--- src/rtl/stacker_pkg.sv ---
// Shared definitions for the block-stacking game: colour codes, state encoding,
// playfield geometry and small helper functions.
package stacker_pkg;

  localparam logic [10:0]        WIDTH     = 11'd100;
  localparam logic [10:0]        HEIGHT    = 11'd20;
  localparam logic [10:0]        BASE_Y    = 11'd400;
  localparam logic [9:0]         SPAWN_Y   = 10'd20;
  localparam logic [10:0]        FALL_STEP = 11'd4;
  localparam logic signed [10:0] CATCH_TOL = 11'sd50;
  localparam logic [1:0]         MAX_MISS  = 2'd3;
  localparam logic [3:0]         MAX_H     = 4'd15;
  localparam logic [7:0]         LFSR_SEED = 8'hA5;

  typedef enum logic [1:0] {
    CLR_NONE = 2'b00,
    CLR_G    = 2'b01,
    CLR_R    = 2'b10,
    CLR_B    = 2'b11
  } clr_e;

  typedef enum logic [2:0] {
    ST_IDLE  = 3'd0,
    ST_SPAWN = 3'd1,
    ST_FALL  = 3'd2,
    ST_LAND  = 3'd3,
    ST_OVER  = 3'd4,
    ST_FULL  = 3'd5
  } state_e;

  // A zero random code would make an invisible block, so it is drawn red instead.
  function automatic logic [1:0] spawn_clr(input logic [7:0] r);
    logic [1:0] c;
    if (r[1:0] == 2'b00) begin
      c = CLR_R;
    end else begin
      c = r[1:0];
    end
    return c;
  endfunction

  function automatic logic [10:0] land_y(input logic [3:0] h);
    return BASE_Y - (({7'd0, h} + 11'd1) * HEIGHT);
  endfunction

endpackage

--- src/rtl/stack_engine_lfsr8.sv ---
// Free-running 8-bit Fibonacci LFSR, polynomial x^8+x^6+x^5+x^4+1.
module lfsr8
  import stacker_pkg::*;
(
  input  logic       clk,
  input  logic       rst,
  output logic [7:0] q
);

  logic [7:0] q_r;

  // shift register, advances every clock
  always_ff @(posedge clk) begin
    if (rst) begin
      q_r <= LFSR_SEED;
    end else begin
      q_r <= {q_r[6:0], q_r[7] ^ q_r[5] ^ q_r[4] ^ q_r[3]};
    end
  end

  assign q = q_r;

endmodule

--- src/rtl/stack_engine.sv ---
// Game-state producer for the stacking game: spawns, drops and lands blocks.
// Optional macro STACK_SPEEDUP_EN: fall step grows by one per four stacked blocks.
module stack_engine
  import stacker_pkg::*;
(
  input  logic        clk,
  input  logic        rst,
  input  logic        tick,
  input  logic        start,
  input  logic [9:0]  pos_x,
  output logic [31:0] colors,
  output logic [9:0]  fall_x,
  output logic [9:0]  fall_y,
  output logic [1:0]  fall_clr,
  output logic [3:0]  height,
  output logic [1:0]  misses,
  output logic        game_over,
  output logic        win
);

  state_e      state_r, state_s;
  logic [31:0] colors_r, colors_s;
  logic [9:0]  fall_x_r, fall_x_s;
  logic [9:0]  fall_y_r, fall_y_s;
  logic [1:0]  fall_clr_r, fall_clr_s;
  logic [3:0]  height_r, height_s;
  logic [1:0]  misses_r, misses_s;
  logic        game_over_r, game_over_s;
  logic        win_r, win_s;

  logic [7:0]         lfsr_q_s;
  logic [10:0]        step_s, ny_s, land_y_s;
  logic signed [10:0] diff_s, dist_s;
  logic               catch_s;
  logic [3:0]         slot_s;

  lfsr8 u_lfsr (
    .clk (clk),
    .rst (rst),
    .q   (lfsr_q_s)
  );

  // fall arithmetic and catch test
  always_comb begin
`ifdef STACK_SPEEDUP_EN
    step_s = FALL_STEP + {9'd0, height_r[3:2]};
`else
    step_s = FALL_STEP;
`endif
    ny_s     = {1'b0, fall_y_r} + step_s;
    land_y_s = land_y(height_r);
    diff_s   = $signed({1'b0, fall_x_r}) - $signed({1'b0, pos_x});
    if (diff_s[10]) begin
      dist_s = -diff_s;
    end else begin
      dist_s = diff_s;
    end
    catch_s = (dist_s < CATCH_TOL);
    slot_s  = height_r + 4'd1;
  end

  // next-state and next-output logic
  always_comb begin
    state_s     = state_r;
    colors_s    = colors_r;
    fall_x_s    = fall_x_r;
    fall_y_s    = fall_y_r;
    fall_clr_s  = fall_clr_r;
    height_s    = height_r;
    misses_s    = misses_r;
    game_over_s = game_over_r;
    win_s       = win_r;
    case (state_r)
      ST_IDLE: begin
        if (start) begin
          state_s = ST_SPAWN;
        end else begin
          state_s = ST_IDLE;
        end
      end
      ST_SPAWN: begin
        fall_x_s   = {1'b0, lfsr_q_s, 1'b0};
        fall_clr_s = spawn_clr(lfsr_q_s);
        fall_y_s   = SPAWN_Y;
        state_s    = ST_FALL;
      end
      ST_FALL: begin
        if (!tick) begin
          state_s = ST_FALL;
        end else if (ny_s >= land_y_s) begin
          fall_y_s = land_y_s[9:0];
          state_s  = ST_LAND;
        end else begin
          fall_y_s = ny_s[9:0];
        end
      end
      ST_LAND: begin
        // slot 0 is the plate; the block lands one slot above the stack top
        fall_clr_s = CLR_NONE;
        if (catch_s) begin
          colors_s[{slot_s, 1'b0} +: 2] = fall_clr_r;
          height_s = slot_s;
          if (slot_s == MAX_H) begin
            win_s   = 1'b1;
            state_s = ST_FULL;
          end else begin
            state_s = ST_SPAWN;
          end
        end else begin
          misses_s = misses_r + 2'd1;
          if (misses_r == (MAX_MISS - 2'd1)) begin
            game_over_s = 1'b1;
            state_s     = ST_OVER;
          end else begin
            state_s = ST_SPAWN;
          end
        end
      end
      ST_OVER, ST_FULL: begin
        fall_clr_s = CLR_NONE;
        if (start) begin
          colors_s    = 32'd0;
          height_s    = 4'd0;
          misses_s    = 2'd0;
          game_over_s = 1'b0;
          win_s       = 1'b0;
          state_s     = ST_SPAWN;
        end else begin
          state_s = state_r;
        end
      end
      default: begin
        state_s = ST_IDLE;
      end
    endcase
  end

  // state and output registers
  always_ff @(posedge clk) begin
    if (rst) begin
      state_r     <= ST_IDLE;
      colors_r    <= 32'd0;
      fall_x_r    <= 10'd0;
      fall_y_r    <= 10'd0;
      fall_clr_r  <= CLR_NONE;
      height_r    <= 4'd0;
      misses_r    <= 2'd0;
      game_over_r <= 1'b0;
      win_r       <= 1'b0;
    end else begin
      state_r     <= state_s;
      colors_r    <= colors_s;
      fall_x_r    <= fall_x_s;
      fall_y_r    <= fall_y_s;
      fall_clr_r  <= fall_clr_s;
      height_r    <= height_s;
      misses_r    <= misses_s;
      game_over_r <= game_over_s;
      win_r       <= win_s;
    end
  end

  assign colors    = colors_r;
  assign fall_x    = fall_x_r;
  assign fall_y    = fall_y_r;
  assign fall_clr  = fall_clr_r;
  assign height    = height_r;
  assign misses    = misses_r;
  assign game_over = game_over_r;
  assign win       = win_r;

endmodule

--- config.mk ---
export PLATFORM = sky130hd
export DESIGN_NAME = stack_engine
export DESIGN_NICKNAME = d
export VERILOG_FILES = /design/src/rtl/stacker_pkg.sv /design/src/rtl/stack_engine_lfsr8.sv /design/src/rtl/stack_engine.sv
export SDC_FILE = /design/constraint.sdc
export NUM_CORES = 1
export LEC_CHECK = 0
export BUFFER_PORTS_ARGS = -buffer_cell sky130_fd_sc_hd__clkbuf_2
export CAP_MARGIN = 15
export CORE_ASPECT_RATIO = 2
export CORE_MARGIN = 3
export CORE_UTILIZATION = 56
export CTS_CLUSTER_DIAMETER = 150
export DETAILED_ROUTE_END_ITERATION = 7
export PLACE_DENSITY = 0.87
export SLEW_MARGIN = 20
export SYNTH_ARGS = -nofsm -noshare
export SYNTH_HDL_FRONTEND = slang
export SYNTH_SLANG_ARGS = --single-unit
--- constraint.sdc ---
create_clock -name clk -period 6.54 [get_ports clk]
set_input_delay 1.962 -clock clk [delete_from_list [all_inputs] [get_ports clk]]
set_output_delay 1.962 -clock clk [all_outputs]
set_load 0.1 [all_outputs]
==> run metrics <==
outcome=complete, no violations; portion of total power attributed to the clock network=0.376; Worst VDD drop=about 0.26 mV; TritonCTS Sinks=69; sum of overflow across all layers after global routing=0; DR vias=4600; DRC violation count after routing=0; GP Congestion=approximately 0.91; leakage dissipation=2.22 nW; setup TNS after final layout=0 ns; reg-to-reg setup timing slack=1.38 ns; CTS tree=yes; ratio of cells with drive above 1 in the final layout=0.172; worst min-delay path class=reg2reg; number of setup violations in the final report=0; number of buffers inserted during clock tree synthesis=9; First-pass DRT Iterations=5; Post-CTS Resized=0; reg-to-reg critical path startpoint=height[0]; latest clock arrival within the worst-skew pair=between 0.3 and 0.4 ns; IO Port Bufs=71; average instance area after synthesis=7.85 sq um; final HPWL from detailed placement=9100 um; count of flip-flops with a built-in enable after synthesis=0; number of antenna violations at the first check in global routing=0; iteration-0 DRC count of the detailed router=351; row count=46; net switching power=0.479 mW; first-pass GRT wire length=roughly 20000 um; part of the Yosys area used for sequential elements=0.297; fraction of power consumed by sequential logic=0.353; most common library cell in the layout ignoring fill and taps=sky130_fd_sc_hd__clkbuf_2; antenna viol nets, final=0; routed wirelength normalized by instance count=16.6 um; Final Instance Area=around 5300 sq um; terminating pin of the worst hold path=fall_x[7]; min cycle time layout=5.16 ns; count of H-tree levels built during CTS=3; starting density of the core=0.581; number of max-slew violations in the final report=0; core occupancy in the finished layout=0.665; transition time of the tightest slew-check pin=~1.1 ns; maximum clock skew at final layout=between 0.005 and 0.006 ns; Post-DP Area=5000 sq um; Root Driver=sky130_fd_sc_hd__clkbuf_16; post-synthesis instance area=~4600 sq um; number of warnings reported in the yosys synthesis log=0; Hold Vio Cnt, Final=0; number of synthesized register bits=69; maximum number of pins on one net before global-route repair=40; setup repair after global routing missed its margin=false; switching share of power=0.357; area of the core=about 8000 sq um; Die Outline Area=approximately 9500 sq um; via count of the first global-routing pass=4477; y dimension of the die=135 um; crit path launch type=register; top-level I/O count=76; internal power=0.863 mW; Register-to-Register Path Depth=19; setup repair bufs after CTS=0; Cell variety after synth=66; max-cap violations=0; crit path max fanout=16; data required time at the worst endpoint=a little under 7 ns; number of hold buffers added after CTS=0; top cells by area in the synthesized netlist=sky130_fd_sc_hd__dfxtp_1 (30%), sky130_fd_sc_hd__ha_1 (8.3%), sky130_fd_sc_hd__a21oi_1 (6.2%); endpoint type of the worst setup path=register; dominant synthesized flop cell=sky130_fd_sc_hd__dfxtp_1; DRT Wirelength=12400 um; area leader, netlist=sky130_fd_sc_hd__dfxtp_1; end of the worst register-to-register path=fall_y[6]; maximum clock path buffer count=2; clk slew on worst S/H paths=0.06 ns; net total in the final layout=between 600 and 700; Chip Width=70.4 um; most used cells in the layout excluding fill and tap cells=sky130_fd_sc_hd__clkbuf_2 (71), sky130_fd_sc_hd__dfxtp_1 (69), sky130_fd_sc_hd__a21oi_1 (58); Setup Crit Path Kind=reg2reg; combinational group share of total power=0.271; cell depth of the worst hold path=2; worst rel slew slack=0.271; Syn-to-layout area delta=14.4%; hold_sp=u_lfsr.q[6]; maximum operating frequency=~190 MHz; diode insertion count for antenna repair=0; average via count per standard cell=6.17; data arrival at the endpoint of the critical path=roughly 5.4 ns; power density cells=252 nW/um^2; Period Utilization, post-route=0.789; count of mapped cells out of synthesis=approximately 600; share of the synthesized area in the top cell type=0.297; async set-reset flop share out of synthesis=0; global-route usage over all layers=0.261
## worst max-delay path: stages, from the launching register on
cell	delay [ns]
sky130_fd_sc_hd__dfxtp_1	0.64
sky130_fd_sc_hd__inv_1	0.27
sky130_fd_sc_hd__ha_1	0.46
sky130_fd_sc_hd__ha_1	0.32
sky130_fd_sc_hd__ha_1	0.18
sky130_fd_sc_hd__inv_1	0.06
sky130_fd_sc_hd__fa_1	0.52
sky130_fd_sc_hd__nand2b_1	0.09
sky130_fd_sc_hd__nor2_1	0.26
sky130_fd_sc_hd__or3_1	0.17
sky130_fd_sc_hd__a21oi_1	0.07
sky130_fd_sc_hd__a221oi_1	0.25
sky130_fd_sc_hd__xnor2_1	0.19
sky130_fd_sc_hd__ha_1	0.26
sky130_fd_sc_hd__o21ai_0	0.07
sky130_fd_sc_hd__a21oi_1	0.06
sky130_fd_sc_hd__o41a_1	0.56
sky130_fd_sc_hd__or2_2	0.38
sky130_fd_sc_hd__a32oi_1	0.20
sky130_fd_sc_hd__nor2_1	0.05
## power by group through the flow
stage                     combinational, mW  sequential, mW  clock [mW]
after floorplan                       0.209           0.564           0
after global placement                0.347           0.479           0
after detailed placement              0.358           0.481           0
after CTS                             0.360           0.472       0.505
after global routing                  0.393           0.476       0.523
final                                 0.363           0.474       0.505
## synthesized netlist by cell type, types with 3 or more instances
library cell	count
sky130_fd_sc_hd__dfxtp_1	69
sky130_fd_sc_hd__a21oi_1	58
sky130_fd_sc_hd__o21ai_0	48
sky130_fd_sc_hd__nand2_1	42
sky130_fd_sc_hd__nor2_1	38
sky130_fd_sc_hd__inv_1	37
sky130_fd_sc_hd__nor2b_1	36
sky130_fd_sc_hd__ha_1	31
sky130_fd_sc_hd__clkbuf_1	23
sky130_fd_sc_hd__xnor2_1	15
sky130_fd_sc_hd__nand3_1	14
sky130_fd_sc_hd__nand2b_1	13
sky130_fd_sc_hd__xor2_1	13
sky130_fd_sc_hd__nor3_1	11
sky130_fd_sc_hd__o31ai_1	11
sky130_fd_sc_hd__or2_2	9
sky130_fd_sc_hd__o21a_1	7
sky130_fd_sc_hd__o22ai_1	7
sky130_fd_sc_hd__o41ai_1	7
sky130_fd_sc_hd__and3_1	6
sky130_fd_sc_hd__o211ai_1	6
sky130_fd_sc_hd__o21ai_1	6
sky130_fd_sc_hd__or3_1	6
sky130_fd_sc_hd__mux2i_1	5
sky130_fd_sc_hd__a21o_1	4
sky130_fd_sc_hd__and2_1	4
sky130_fd_sc_hd__buf_1	4
sky130_fd_sc_hd__buf_4	4
sky130_fd_sc_hd__o21bai_1	4
sky130_fd_sc_hd__a211oi_1	3
sky130_fd_sc_hd__a22oi_1	3
sky130_fd_sc_hd__buf_2	3
## routing by layer
layer	track usage	vias up	part of all wire
met5	0	-	0
met4	0.163	0	0.055
met3	0.0469	64	0.055
met2	0.462	193	0.52
met1	0.280	2150	0.37
li1	-	2193	-
## per-stage QoR
stage | hold WS (ns) | std cells | total power [mW] | setup WS, ns
after global routing | 0.470 | 746 | 1.39 | 0.994
after CTS | 0.459 | 746 | 1.34 | 1.46
after detailed placement | 0.446 | 730 | 0.839 | 1.21
after global placement | 0.429 | 730 | 0.826 | 1.33
final | 0.462 | 746 | 1.34 | 1.38
after floorplan | 0.417 | 595 | 0.773 | 1.22
## worst max path at each step
| stage | to | from | slack [ns] | cells after the start |
|---|---|---|---|---|
| after floorplan | fall_y[2] | height[0] | 1.22 | 22 |
| after global placement | colors[28] | pos_x[0] | 1.33 | 13 |
| after detailed placement | colors[12] | pos_x[0] | 1.21 | 13 |
| after CTS | fall_y[9] | height[0] | 1.46 | 19 |
| after global routing | fall_y[9] | height[0] | 0.99 | 19 |
| final | fall_y[6] | height[0] | 1.38 | 19 |
## cells by family (layout without fill, tap and decap cells)
family | count (synthesis) | after routing | synth area share
multiplexers | 6 | 6 | 0.0132
AO/OA/AOI/OAI | 187 | 187 | 0.255
other | 1 | 4 | 0.000807
AND/OR/NAND/NOR | 196 | 196 | 0.225
buffers and inverters | 72 | 127 | 0.0638
XOR/XNOR | 28 | 28 | 0.0528
adder cells (fa/ha/maj) | 33 | 33 | 0.0921
flip-flops | 69 | 69 | 0.297
## sequential cells by signal, summed over array words and instances, names as in the netlist
register / cells
height: 4
win: 1
fall_x: 8
misses: 2
colors: 32
state_r: 3
game_over: 1
fall_y: 8
fall_clr: 2
u_lfsr.q: 8
## layout make-up
type                    count  area [sq um]
multi-input cells         454          2990
fillers                   664          2680
flip-flops and latches     69          1380
repair buffers             74           378
clock buffers              11           253
inverters                  37           139
well taps                  96           120
clock inverters             5          58.8
No activity file was read; power rests on OpenSTA's default activity.
